$ cat config.mk
export PLATFORM = sky130hd
export DESIGN_NAME = mult_div_unit_flat
export DESIGN_NICKNAME = d
export VERILOG_FILES = /design/src/rtl/mdu_pkg.sv /design/src/rtl/mult_div_unit_if.sv /design/src/rtl/mdu_shift_core.sv /design/src/rtl/mult_div_unit.sv /design/src/flat_wrapper.sv
export SDC_FILE = /design/constraint.sdc
export NUM_CORES = 1
export LEC_CHECK = 0
export ABC_AREA = 1
export BUFFER_PORTS_ARGS = -buffer_cell sky130_fd_sc_hd__buf_2
export CORE_MARGIN = 4
export CORE_UTILIZATION = 45
export CTS_CLUSTER_DIAMETER = 80
export DETAILED_ROUTE_END_ITERATION = 10
export PLACE_DENSITY = 0.7
export SYNTH_ARGS = -nofsm -noshare
export SYNTH_HDL_FRONTEND = slang
export SYNTH_SLANG_ARGS = --single-unit
$ cat constraint.sdc
create_clock -name clk -period 7.4 [get_ports clk]
set_input_delay 0.74 -clock clk [delete_from_list [all_inputs] [get_ports clk]]
set_output_delay 0.74 -clock clk [all_outputs]
set_load 0.005 [all_outputs]
$ cat src/rtl/mdu_pkg.sv
// Shared opcodes, FSM state codes and op helpers
// for the MultDiv engine.
package mdu_pkg;

  localparam logic [1:0] OP_MULT  = 2'b00;
  localparam logic [1:0] OP_MULTU = 2'b01;
  localparam logic [1:0] OP_DIV   = 2'b10;
  localparam logic [1:0] OP_DIVU  = 2'b11;

  localparam logic [1:0] S_IDLE = 2'b00;
  localparam logic [1:0] S_CALC = 2'b01;
  localparam logic [1:0] S_FIX  = 2'b10;

  function automatic logic op_is_div(input logic [1:0] op);
    return op[1];
  endfunction

  function automatic logic op_is_signed(input logic [1:0] op);
    return ~op[0];
  endfunction

endpackage

$ cat src/rtl/mult_div_unit_if.sv
// EX-side bundle of the MultDiv engine: issue, moves,
// HI/LO readout and stall.
interface mult_div_unit_if #(
  parameter int DATA_W = 32
);
  logic              start;
  logic [1:0]        op;
  logic [DATA_W-1:0] rs_data;
  logic [DATA_W-1:0] rt_data;
  logic              mthi;
  logic              mtlo;
  logic              mf_req;
  logic [DATA_W-1:0] hi;
  logic [DATA_W-1:0] lo;
  logic              busy;
  logic              done;
  logic              stall;

  modport master (
    output start, op, rs_data, rt_data,
    output mthi, mtlo, mf_req,
    input  hi, lo, busy, done, stall
  );

  modport slave (
    input  start, op, rs_data, rt_data,
    input  mthi, mtlo, mf_req,
    output hi, lo, busy, done, stall
  );
endinterface

$ cat src/rtl/mdu_shift_core.sv
// Radix-2 datapath: shift-add multiply and restoring
// shift-subtract divide on unsigned magnitudes.
module mdu_shift_core
  import mdu_pkg::*;
#(
  parameter int DATA_W = 32,
  parameter int CNT_W  = 6
) (
  input  logic                clk,
  input  logic                rst,
  input  logic                load,
  input  logic                step,
  input  logic                div,
  input  logic [DATA_W-1:0]   a,
  input  logic [DATA_W-1:0]   b,
  output logic [2*DATA_W-1:0] acc,
  output logic [DATA_W-1:0]   quo,
  output logic                last
);

  logic [CNT_W-1:0] cnt;
  logic [DATA_W:0]  madd;
  logic [DATA_W:0]  shl;
  logic [DATA_W+1:0] diff;
  logic             ge;

  // Upper half holds partial product or remainder,
  // lower half the multiplier or remaining dividend bits.
  always_comb begin
    madd = {1'b0, acc[2*DATA_W-1:DATA_W]}
         + {1'b0, b & {DATA_W{acc[0]}}};
    shl  = {acc[2*DATA_W-1:DATA_W], acc[DATA_W-1]};
    diff = {1'b0, shl} - {2'b0, b};
    ge   = ~diff[DATA_W+1];
  end

  assign last = (cnt == CNT_W'(DATA_W-1));

  always_ff @(posedge clk or negedge rst) begin
    if (!rst) begin
      acc <= '0;
      quo <= '0;
      cnt <= '0;
    end else if (load) begin
      acc <= {{DATA_W{1'b0}}, a};
      quo <= '0;
      cnt <= '0;
    end else if (step) begin
      cnt <= cnt + CNT_W'(1);
      if (div) begin
        acc <= {ge ? diff[DATA_W-1:0]
                   : shl[DATA_W-1:0],
                acc[DATA_W-2:0], 1'b0};
        quo <= {quo[DATA_W-2:0], ge};
      end else begin
        acc <= {madd, acc[DATA_W-1:1]};
      end
    end
  end

endmodule

$ cat src/rtl/mult_div_unit.sv
// Iterative MULT/MULTU/DIV/DIVU engine with HI/LO
// registers and MFHI/MFLO stall generation.
module mult_div_unit
  import mdu_pkg::*;
#(
  parameter int DATA_W = 32,
  parameter int CNT_W  = 6
) (
  input  logic             clk,
  input  logic             rst,
  mult_div_unit_if.slave   bus
);

  logic [1:0]          state;
  logic [1:0]          op_q;
  logic                sa, sb, dz;
  logic [DATA_W-1:0]   rs_q;
  logic [DATA_W-1:0]   hi_r, lo_r;
  logic                busy_r, done_r;
  logic                sgn;
  logic [DATA_W-1:0]   a_mag, b_mag;
  logic [2*DATA_W-1:0] acc, prod;
  logic [DATA_W-1:0]   quo, quo_s, rem_s;
  logic                last;

  assign sgn   = op_is_signed(bus.op);
  assign a_mag = (sgn && bus.rs_data[DATA_W-1])
               ? -bus.rs_data : bus.rs_data;
  assign b_mag = (sgn && bus.rt_data[DATA_W-1])
               ? -bus.rt_data : bus.rt_data;

  mdu_shift_core #(
    .DATA_W (DATA_W),
    .CNT_W  (CNT_W)
  ) u_core (
    .clk  (clk),
    .rst  (rst),
    .load (state == S_IDLE && bus.start),
    .step (state == S_CALC),
    .div  (op_is_div(op_q)),
    .a    (a_mag),
    .b    (b_mag),
    .acc  (acc),
    .quo  (quo),
    .last (last)
  );

  // Sign bits are latched as zero for unsigned ops.
  assign prod  = (sa ^ sb) ? -acc : acc;
  assign quo_s = (sa ^ sb) ? -quo : quo;
  assign rem_s = sa ? -acc[2*DATA_W-1:DATA_W]
                    : acc[2*DATA_W-1:DATA_W];

  always_ff @(posedge clk or negedge rst) begin
    if (!rst) begin
      state  <= S_IDLE;
      op_q   <= OP_MULT;
      sa     <= 1'b0;
      sb     <= 1'b0;
      dz     <= 1'b0;
      rs_q   <= '0;
      hi_r   <= '0;
      lo_r   <= '0;
      busy_r <= 1'b0;
      done_r <= 1'b0;
    end else begin
      done_r <= 1'b0;
      unique case (state)
        S_IDLE: begin
          if (bus.start) begin
            op_q   <= bus.op;
            sa     <= sgn & bus.rs_data[DATA_W-1];
            sb     <= sgn & bus.rt_data[DATA_W-1];
            dz     <= op_is_div(bus.op)
                    && bus.rt_data == '0;
            rs_q   <= bus.rs_data;
            busy_r <= 1'b1;
            state  <= S_CALC;
          end else begin
            if (bus.mthi) hi_r <= bus.rs_data;
            if (bus.mtlo) lo_r <= bus.rs_data;
          end
        end
        S_CALC: begin
          if (last) state <= S_FIX;
        end
        S_FIX: begin
          state  <= S_IDLE;
          busy_r <= 1'b0;
          done_r <= 1'b1;
          if (!op_is_div(op_q)) begin
            hi_r <= prod[2*DATA_W-1:DATA_W];
            lo_r <= prod[DATA_W-1:0];
          end else if (dz) begin
            hi_r <= rs_q;
            lo_r <= '1;
          end else begin
            hi_r <= rem_s;
            lo_r <= quo_s;
          end
        end
        default: state <= S_IDLE;
      endcase
    end
  end

  assign bus.hi    = hi_r;
  assign bus.lo    = lo_r;
  assign bus.busy  = busy_r;
  assign bus.done  = done_r;
  assign bus.stall = bus.mf_req & busy_r;

endmodule

$ cat src/flat_wrapper.sv
// flat-port wrapper written by rule: the top's interface ports become plain ports
module mult_div_unit_flat import mdu_pkg::*;
#(
  parameter int DATA_W = 32,
  parameter int CNT_W  = 6
)
  (clk, rst, bus_start, bus_op, bus_rs_data, bus_rt_data, bus_mthi, bus_mtlo, bus_mf_req, bus_hi, bus_lo, bus_busy, bus_done, bus_stall);
  mult_div_unit_if #(.DATA_W(DATA_W)) bus_i ();
  input  logic clk;
  input  logic rst;
  input wire logic [$bits(bus_i.start)-1:0] bus_start;
  input wire logic [$bits(bus_i.op)-1:0] bus_op;
  input wire logic [$bits(bus_i.rs_data)-1:0] bus_rs_data;
  input wire logic [$bits(bus_i.rt_data)-1:0] bus_rt_data;
  input wire logic [$bits(bus_i.mthi)-1:0] bus_mthi;
  input wire logic [$bits(bus_i.mtlo)-1:0] bus_mtlo;
  input wire logic [$bits(bus_i.mf_req)-1:0] bus_mf_req;
  output wire logic [$bits(bus_i.hi)-1:0] bus_hi;
  output wire logic [$bits(bus_i.lo)-1:0] bus_lo;
  output wire logic [$bits(bus_i.busy)-1:0] bus_busy;
  output wire logic [$bits(bus_i.done)-1:0] bus_done;
  output wire logic [$bits(bus_i.stall)-1:0] bus_stall;
  assign bus_i.start = bus_start;
  assign bus_i.op = bus_op;
  assign bus_i.rs_data = bus_rs_data;
  assign bus_i.rt_data = bus_rt_data;
  assign bus_i.mthi = bus_mthi;
  assign bus_i.mtlo = bus_mtlo;
  assign bus_i.mf_req = bus_mf_req;
  assign bus_hi = bus_i.hi;
  assign bus_lo = bus_i.lo;
  assign bus_busy = bus_i.busy;
  assign bus_done = bus_i.done;
  assign bus_stall = bus_i.stall;
  mult_div_unit #(.DATA_W(DATA_W), .CNT_W(CNT_W)) u_core (.clk(clk), .rst(rst), .bus(bus_i));
endmodule
==> flow_metrics.py, run 1 <==
metrics = {
    "route": {
        "vias": 23490,
        "detail-route-antenna-nets": 0,
        "drc": 0,
        "first_pass_iters": 6,
        "wl_per_cell_um": 20.93,
        "drt_iter0_drc": 3313,
        "wl_um": 84090,
        "avgViaCountPerCell": 5.848,
    },
    "synthesis": {
        "syn_inst": 3348,
        "synth.area.mux_share": 0,
        "synth-edff-count": 0,
        "synthArstFlopShare": 1.000,
        "yosys_warnings": 0,
        "synth_area_leaders": "dfrtp_1 (26%), nand2_1 (18%), nor2_1 (9.5%), nand3_1 (7.2%), inv_1 (6.7%)",
        "synth_nets": 3492,
        "synth_compound_area_frac": 0.1666,
        "synth_xor_area_frac": 0.02896,
        "ys_types": 55,
        "synth_top_family_by_area": "simple AND/OR/NAND/NOR gates",
        "ys_seq_elements": 206,
        "synth_area_leader_cell": "dfrtp_1",
        "synthFlopType": "dfrtp_1",
        "syn_area_um2": 19960,
        "yosysTopAreaCellShare": 0.2583,
        "avgSynthCellArea_um2": 5.962,
        "synth_seq_area_share": 0.2583,
        "yosys.area_share.simple": 0.4023,
        "synth_fa_ha_area_frac": 0.04589,
    },
    "cells_and_area": {
        "layout_commonest_cell": "nand2_1",
        "fillers": 4724,
        "final_nets": 3558,
        "syn_to_final_growth_pct": 9.454,
        "multi_input_area_um2": 12900,
        "most-common-layout-cells": "nand2_1 (979), nor2_1 (501), inv_1 (355), nand3_1 (287), dfrtp_1 (205)",
        "drive_gt1_frac": 0.08015,
        "regArea_um2": 5156,
    },
    "sta": {
        "hold_viol_final": 0,
        "slew_headroom": 0.2782,
        "finalCriticalPeriod_ns": 4.338,
        "setup_tns_ns": 0,
        "clock_skew_ns": 0.01966,
        "fmax_mhz": 230.5,
        "slew_violations": 0,
        "holdWs_ns": 0.2114,
        "tightest_slew_ns": 1.082,
        "rsz0062_at_grt": "no",
        "finalSetupViolCount": 0,
        "fin_crit_sh": 0.5862,
    },
    "power_and_ir_drop": {
        "ir_drop_mv": 0.2539,
        "swShare": 0.5785,
        "p_seq_frac": 0.215,
        "power.internal_mw": 4.768,
        "p_clk_frac": 0.109,
        "power.density_nw_per_um2": 517.9,
        "power_frac_comb": 0.676,
        "switching_power_mw": 6.546,
        "total_leakage_power_nw": 10.90,
    },
    "global_routing": {
        "grt_pass1_vias": 20970,
        "track_usage": 0.3439,
        "grt_max_degree": 108,
        "antenna_found_initial": 2,
        "overflow": 0,
        "grt_first_pass_wirelength_um": 127900,
    },
    "placement": {
        "hpwlAfterDp_um": 65640,
        "routabilityCongestion": 1.033,
        "port_buffers": 138,
    },
    "worst_setup_path": {
        "required_ns": 7.89,
        "cp-start-kind": "primary input",
        "worstPathMaxFanout": 49,
        "path_cells": "buf_2 > inv_1 > ha_1 > nand2_1 > nor2_2 > nand3_1 > nor2_2 > nand3_2 > nor2_4 > nand3_1 > nand2_1 > xor2_1 > ha_1 > a21oi_1 > nor2_1 > o21ai_0 > nand2_1 > a21oi_2 > nand2_4 > inv_2 > nand2_1 > nand3_1 > nand2_1 > nand2_1",
        "cpMostUsedCell": "nand2_1",
        "cp-end-kind": "flip-flop",
        "crit_slowest_cell": "inv_2",
        "arrival_ns": 4.83,
        "critPathMaxStageDelay_ns": 0.40,
        "path_class": "primary input to flip-flop",
    },
    "clock_network": {
        "ctsHoldBuffers": 0,
        "cts_resized": 0,
        "cts_root_buf": "clkbuf_16",
        "cts_buffers": 24,
        "post_cts_buffers": 0,
        "cts_sinks": 206,
        "h-tree-depth": 1,
        "clk_latency_ns": 0.56,
        "clk_pin_slew_ns": 0.06,
        "cts_buffer_depth": 3,
        "cts_tree": "built",
    },
    "min_path": {
        "hold_class": "primary input to async pin",
    },
    "die": {
        "die_height_um": 218.6,
        "dieArea_um2": 47790,
        "initial_core_util": 0.4593,
        "io_pins": 139,
        "core-area_um2": 43460,
        "fp.dieW_um": 218.6,
        "num_rows": 76,
    },
    "run_status": {
        "status": "finished clean",
    },
    "run": {
        "maxCapViolations": 0,
    },
}
-- cells in the mapped netlist (4+ instances only) --
cell type	number
a21oi_1	204
nand2_1	980
ha_1	70
o211ai_1	23
nand2_2	11
inv_2	9
and2_1	12
nand3b_1	15
buf_2	30
o22ai_1	34
buf_1	13
o21a_1	5
nand3_1	288
o21bai_1	19
clkbuf_1	71
clkinv_1	5
o21ai_0	197
a22oi_1	5
a32oi_1	12
nand4_1	47
xor2_1	46
or2_2	6
buf_6	9
inv_1	356
a221oi_1	22
a31oi_1	7
dfrtp_1	206
xnor2_1	20
nor4_1	8
o21ai_2	6
nor3_1	33
o31ai_1	4
nor2_2	16
o21ai_1	13
a21boi_0	6
nor2_1	507
-- cell type report --
cell class	count	area share
multi-input combinational	2649	0.5905
sequential	206	0.2360
inverter	370	0.06357
timing repair buffer	163	0.04066
tap	585	0.03351
clock buffer	32	0.03121
clock inverter	11	0.004353
antenna	1	0.0001145
-- state kept, by name (all words and copies together) (netlist names) --
name / count
u_core.u_core.acc: 64
u_core.bus.hi: 32
u_core.bus.lo: 32
u_core.rs_q: 32
u_core.u_core.quo: 32
u_core.u_core.cnt: 6
u_core.state: 2
u_core.bus.busy: 1
u_core.bus.done: 1
u_core.dz: 1
u_core.op_q: 1
u_core.sa: 1
u_core.sb: 1
-- per-layer routing --
| metal | GRT usage | vias to the layer above | share of wire |
|---|---|---|---|
| met4 | 0.09227 | 2 | 0.034 |
| li1 | - | 11080 | - |
| met3 | 0.08468 | 170 | 0.12 |
| met1 | 0.5180 | 10850 | 0.44 |
| met2 | 0.4876 | 1396 | 0.40 |
| met5 | 0 | - | 0.00018 |
-- cells by family after synthesis --
logic type                 Yosys count
AOI/OAI and AO/OA                  577
xor gates and xnor gates            66
adders and majority gates           72
buffers and inverters              493
DFF                                206
and+or+nand+nor                   1934
-- critical path: cells and delay by family --
family,cells,cell delay [ns]
and+or+nand+nor,15,2.06
buffers and inverters,3,0.64
AOI/OAI and AO/OA,3,0.62
adders and majority gates,2,0.50
xor gates and xnor gates,1,0.25
-- final timing paths --
path / start / endpoint / slack (ns) / depth (start not counted)
worst max-delay path: bus_rt_data[0] / u_core.u_core.acc[50]$_DFFE_PN0P_ / 3.06 / 24
worst min-delay path: rst / u_core.rs_q[7]$_DFFE_PN0P_ / 0.21 / 1
worst max register to register: u_core.sa$_DFFE_PN0P_ / u_core.bus.hi[13]$_DFFE_PN0P_ / 3.39 / 13
worst min register to register: u_core.u_core.cnt[5]$_DFFE_PN0P_ / u_core.state[1]$_DFFE_PN0P_ / 0.44 / 1
max in group asynchronous: rst / u_core.op_q[1]$_DFFE_PN0P_ / 5.84 / 2
min in group clk: u_core.u_core.cnt[5]$_DFFE_PN0P_ / u_core.state[1]$_DFFE_PN0P_ / 0.44 / 1
-- per-stage QoR --
step                power, mW  instances  setup slack [ns]  utilization  cell area (um^2)
floorplan               7.416       3348             3.845            -             19960
global placement        9.779       3973             2.631       0.4848             21070
detailed placement      9.807       3973             2.637       0.4848             21070
CTS                     11.06       4016             3.192       0.5026             21840
global route            12.24       4016             2.669       0.5026             21840
finish                  11.31       4017             3.062       0.5027             21850
-- power groups by stage --
stage               clock network [mW]  registers [mW]  logic [mW]
floorplan                            0            2.12        5.29
global placement                     0            2.41        7.37
detailed placement                   0            2.41        7.40
CTS                               1.23            2.39        7.44
global route                      1.28            2.48        8.48
finish                            1.23            2.44        7.65
Note: power is estimated with default switching activity, not from simulation.
==> run 2: changes to the inputs <==
Clock period 7.4 ns to 4.3 ns, I/O delays scaled along.
==> flow_metrics.py, run 2 (synthesized netlist as in run 1, its figures left out) <==
metrics = {
    "clock_network": {
        "cts_resized": 0,
        "cts_buffers": 23,
        "cts_sinks": 206,
        "cts_buffer_depth": 3,
        "cts_root_buf": "clkbuf_16",
        "post_cts_buffers": 0,
        "h-tree-depth": 1,
        "clk_latency_ns": 0.54,
        "ctsHoldBuffers": 0,
        "cts_tree": "built",
        "clk_pin_slew_ns": 0.07,
    },
    "min_path": {
        "hold_class": "primary input to async pin",
    },
    "global_routing": {
        "track_usage": 0.3436,
        "grt_first_pass_wirelength_um": 127900,
        "grt_pass1_vias": 21160,
        "antenna_found_initial": 2,
        "grt_max_degree": 109,
        "overflow": 0,
    },
    "sta": {
        "finalCriticalPeriod_ns": 3.686,
        "hold_viol_final": 35,
        "slew_headroom": 0.3153,
        "clock_skew_ns": 0.01844,
        "fin_crit_sh": 0.8572,
        "holdWs_ns": -0.06653,
        "tightest_slew_ns": 1.026,
        "finalSetupViolCount": 0,
        "fin_ws_ns": 0.6140,
        "setup_tns_ns": 0,
        "rsz0062_at_grt": "no",
        "slew_violations": 0,
        "fmax_mhz": 271.3,
    },
    "power_and_ir_drop": {
        "power.density_nw_per_um2": 894.7,
        "swShare": 0.5699,
        "switching_power_mw": 11.25,
        "ir_drop_mv": 0.5383,
        "power.internal_mw": 8.489,
        "power_frac_comb": 0.672,
        "p_seq_frac": 0.216,
        "total_leakage_power_nw": 11.02,
        "p_clk_frac": 0.112,
        "finalPower_mw": 19.74,
    },
    "route": {
        "wl_um": 84390,
        "avgViaCountPerCell": 5.807,
        "drc": 0,
        "first_pass_iters": 6,
        "drt_iter0_drc": 3077,
        "detail-route-antenna-nets": 0,
        "vias": 23420,
        "wl_per_cell_um": 20.92,
    },
    "cells_and_area": {
        "largest_reg_flops": 64,
        "most-common-layout-cells": "nand2_1 (979), nor2_1 (502), inv_1 (356), nand3_1 (287), dfrtp_1 (205)",
        "largest-register": "u_core.u_core.acc",
        "final_nets": 3574,
        "fillers": 4720,
        "final_util": 0.5076,
        "fin_cells": 4033,
        "multi_input_area_um2": 12900,
        "regArea_um2": 5156,
        "layout_commonest_cell": "nand2_1",
        "drive_gt1_frac": 0.08413,
        "design_area_um2": 22060,
        "syn_to_final_growth_pct": 10.53,
    },
    "run_status": {
        "status": "finished, violations left",
        "violations": "negative hold slack",
    },
    "worst_setup_path": {
        "path_cells": "buf_2 > inv_1 > ha_1 > nand2_1 > nor2_2 > nand3_1 > nor2_2 > nand3_2 > nor2_4 > a21oi_1 > xnor2_1 > ha_1 > a21oi_1 > o21ai_0 > inv_1 > nand2_1 > a21oi_2 > nand2_4 > buf_4 > nand3_1 > nand3_1 > nand2_1 > nand2_1",
        "cp-start-kind": "primary input",
        "required_ns": 4.73,
        "worstPathMaxFanout": 13,
        "crit_slowest_cell": "ha_1",
        "cp-end-kind": "flip-flop",
        "arrival_ns": 4.12,
        "critPathMaxStageDelay_ns": 0.36,
        "path_class": "primary input to flip-flop",
        "cpMostUsedCell": "nand2_1",
    },
    "placement": {
        "dpl.cell_count": 3990,
        "place_area_um2": 21230,
        "hpwlAfterDp_um": 66270,
        "place_ws_ns": 0.1552,
        "port_buffers": 138,
        "routabilityCongestion": 1.036,
    },
    "die": {
        "io_pins": 139,
        "num_rows": 76,
        "die_height_um": 218.6,
        "core-area_um2": 43460,
        "dieArea_um2": 47790,
        "fp.dieW_um": 218.6,
        "initial_core_util": 0.4593,
    },
    "run": {
        "maxCapViolations": 0,
    },
}
[run 2: changes by cell type in the layout (fill, tap and decap cells not counted)]
cell        change
buf_4          +14
bufinv_16       +4
buf_12          +3
clkbuf_16       -2
clkinv_2        -2
clkinvlp_4      -2
clkinv_1        -1
clkinv_4        +1
inv_1           +1
inv_6           +1
inv_8           -1
nor2_1          +1
nor2_2          -1
[run 2: critical path, delay by kind of cell]
kind / cells / cell delay [ns]
simple gates: 12 / 1.58
compound gates: 4 / 0.78
fa+ha+maj: 2 / 0.53
buf+inv: 4 / 0.52
xor+xnor: 1 / 0.28
[run 2: per-layer routing]
| metal | part of all wire | vias up | track usage |
|---|---|---|---|
| met4 | 0.032 | 2 | 0.08953 |
| li1 | - | 11110 | - |
| met5 | 0.00014 | - | 0 |
| met3 | 0.13 | 150 | 0.09288 |
| met2 | 0.40 | 1314 | 0.4896 |
| met1 | 0.44 | 10840 | 0.5113 |
[run 2: final cells by class]
cell class / count / share of cell area
timing repair buffer: 180 / 0.04776
tap: 585 / 0.03318
clock inverter: 12 / 0.008905
inverter: 370 / 0.06296
multi-input combinational: 2649 / 0.5847
sequential: 206 / 0.2337
clock buffer: 30 / 0.02864
antenna: 1 / 0.0001134
[run 2: final timing paths]
check                                                  from                           endpoint  slack [ns]  depth (start not counted)
setup / recovery                             bus_rt_data[0]  u_core.u_core.acc[54]$_DFFE_PN0P_        0.61                         23
hold / removal                                          rst  u_core.u_core.acc[34]$_DFFE_PN0P_       -0.07                          1
setup reg to reg           u_core.u_core.acc[0]$_DFFE_PN0P_      u_core.bus.hi[31]$_DFFE_PN0P_        1.09                         13
hold reg to reg            u_core.u_core.cnt[5]$_DFFE_PN0P_        u_core.state[1]$_DFFE_PN0P_        0.43                          1
max in group asynchronous                               rst   u_core.u_core.cnt[2]$_DFFE_PN0P_        3.29                          2
min in group clk                                  bus_op[1]         u_core.op_q[1]$_DFFE_PN0P_        0.14                          3
[run 2: power groups by stage]
| stage | Combinational (mW) | Sequential, mW | Clock, mW |
|---|---|---|---|
| finish | 13.3 | 4.26 | 2.22 |
| global route | 14.7 | 4.33 | 2.33 |
| CTS | 12.9 | 4.18 | 2.24 |
| detailed placement | 12.8 | 4.21 | 0 |
| global placement | 12.8 | 4.21 | 0 |
| floorplan | 9.11 | 3.66 | 0 |
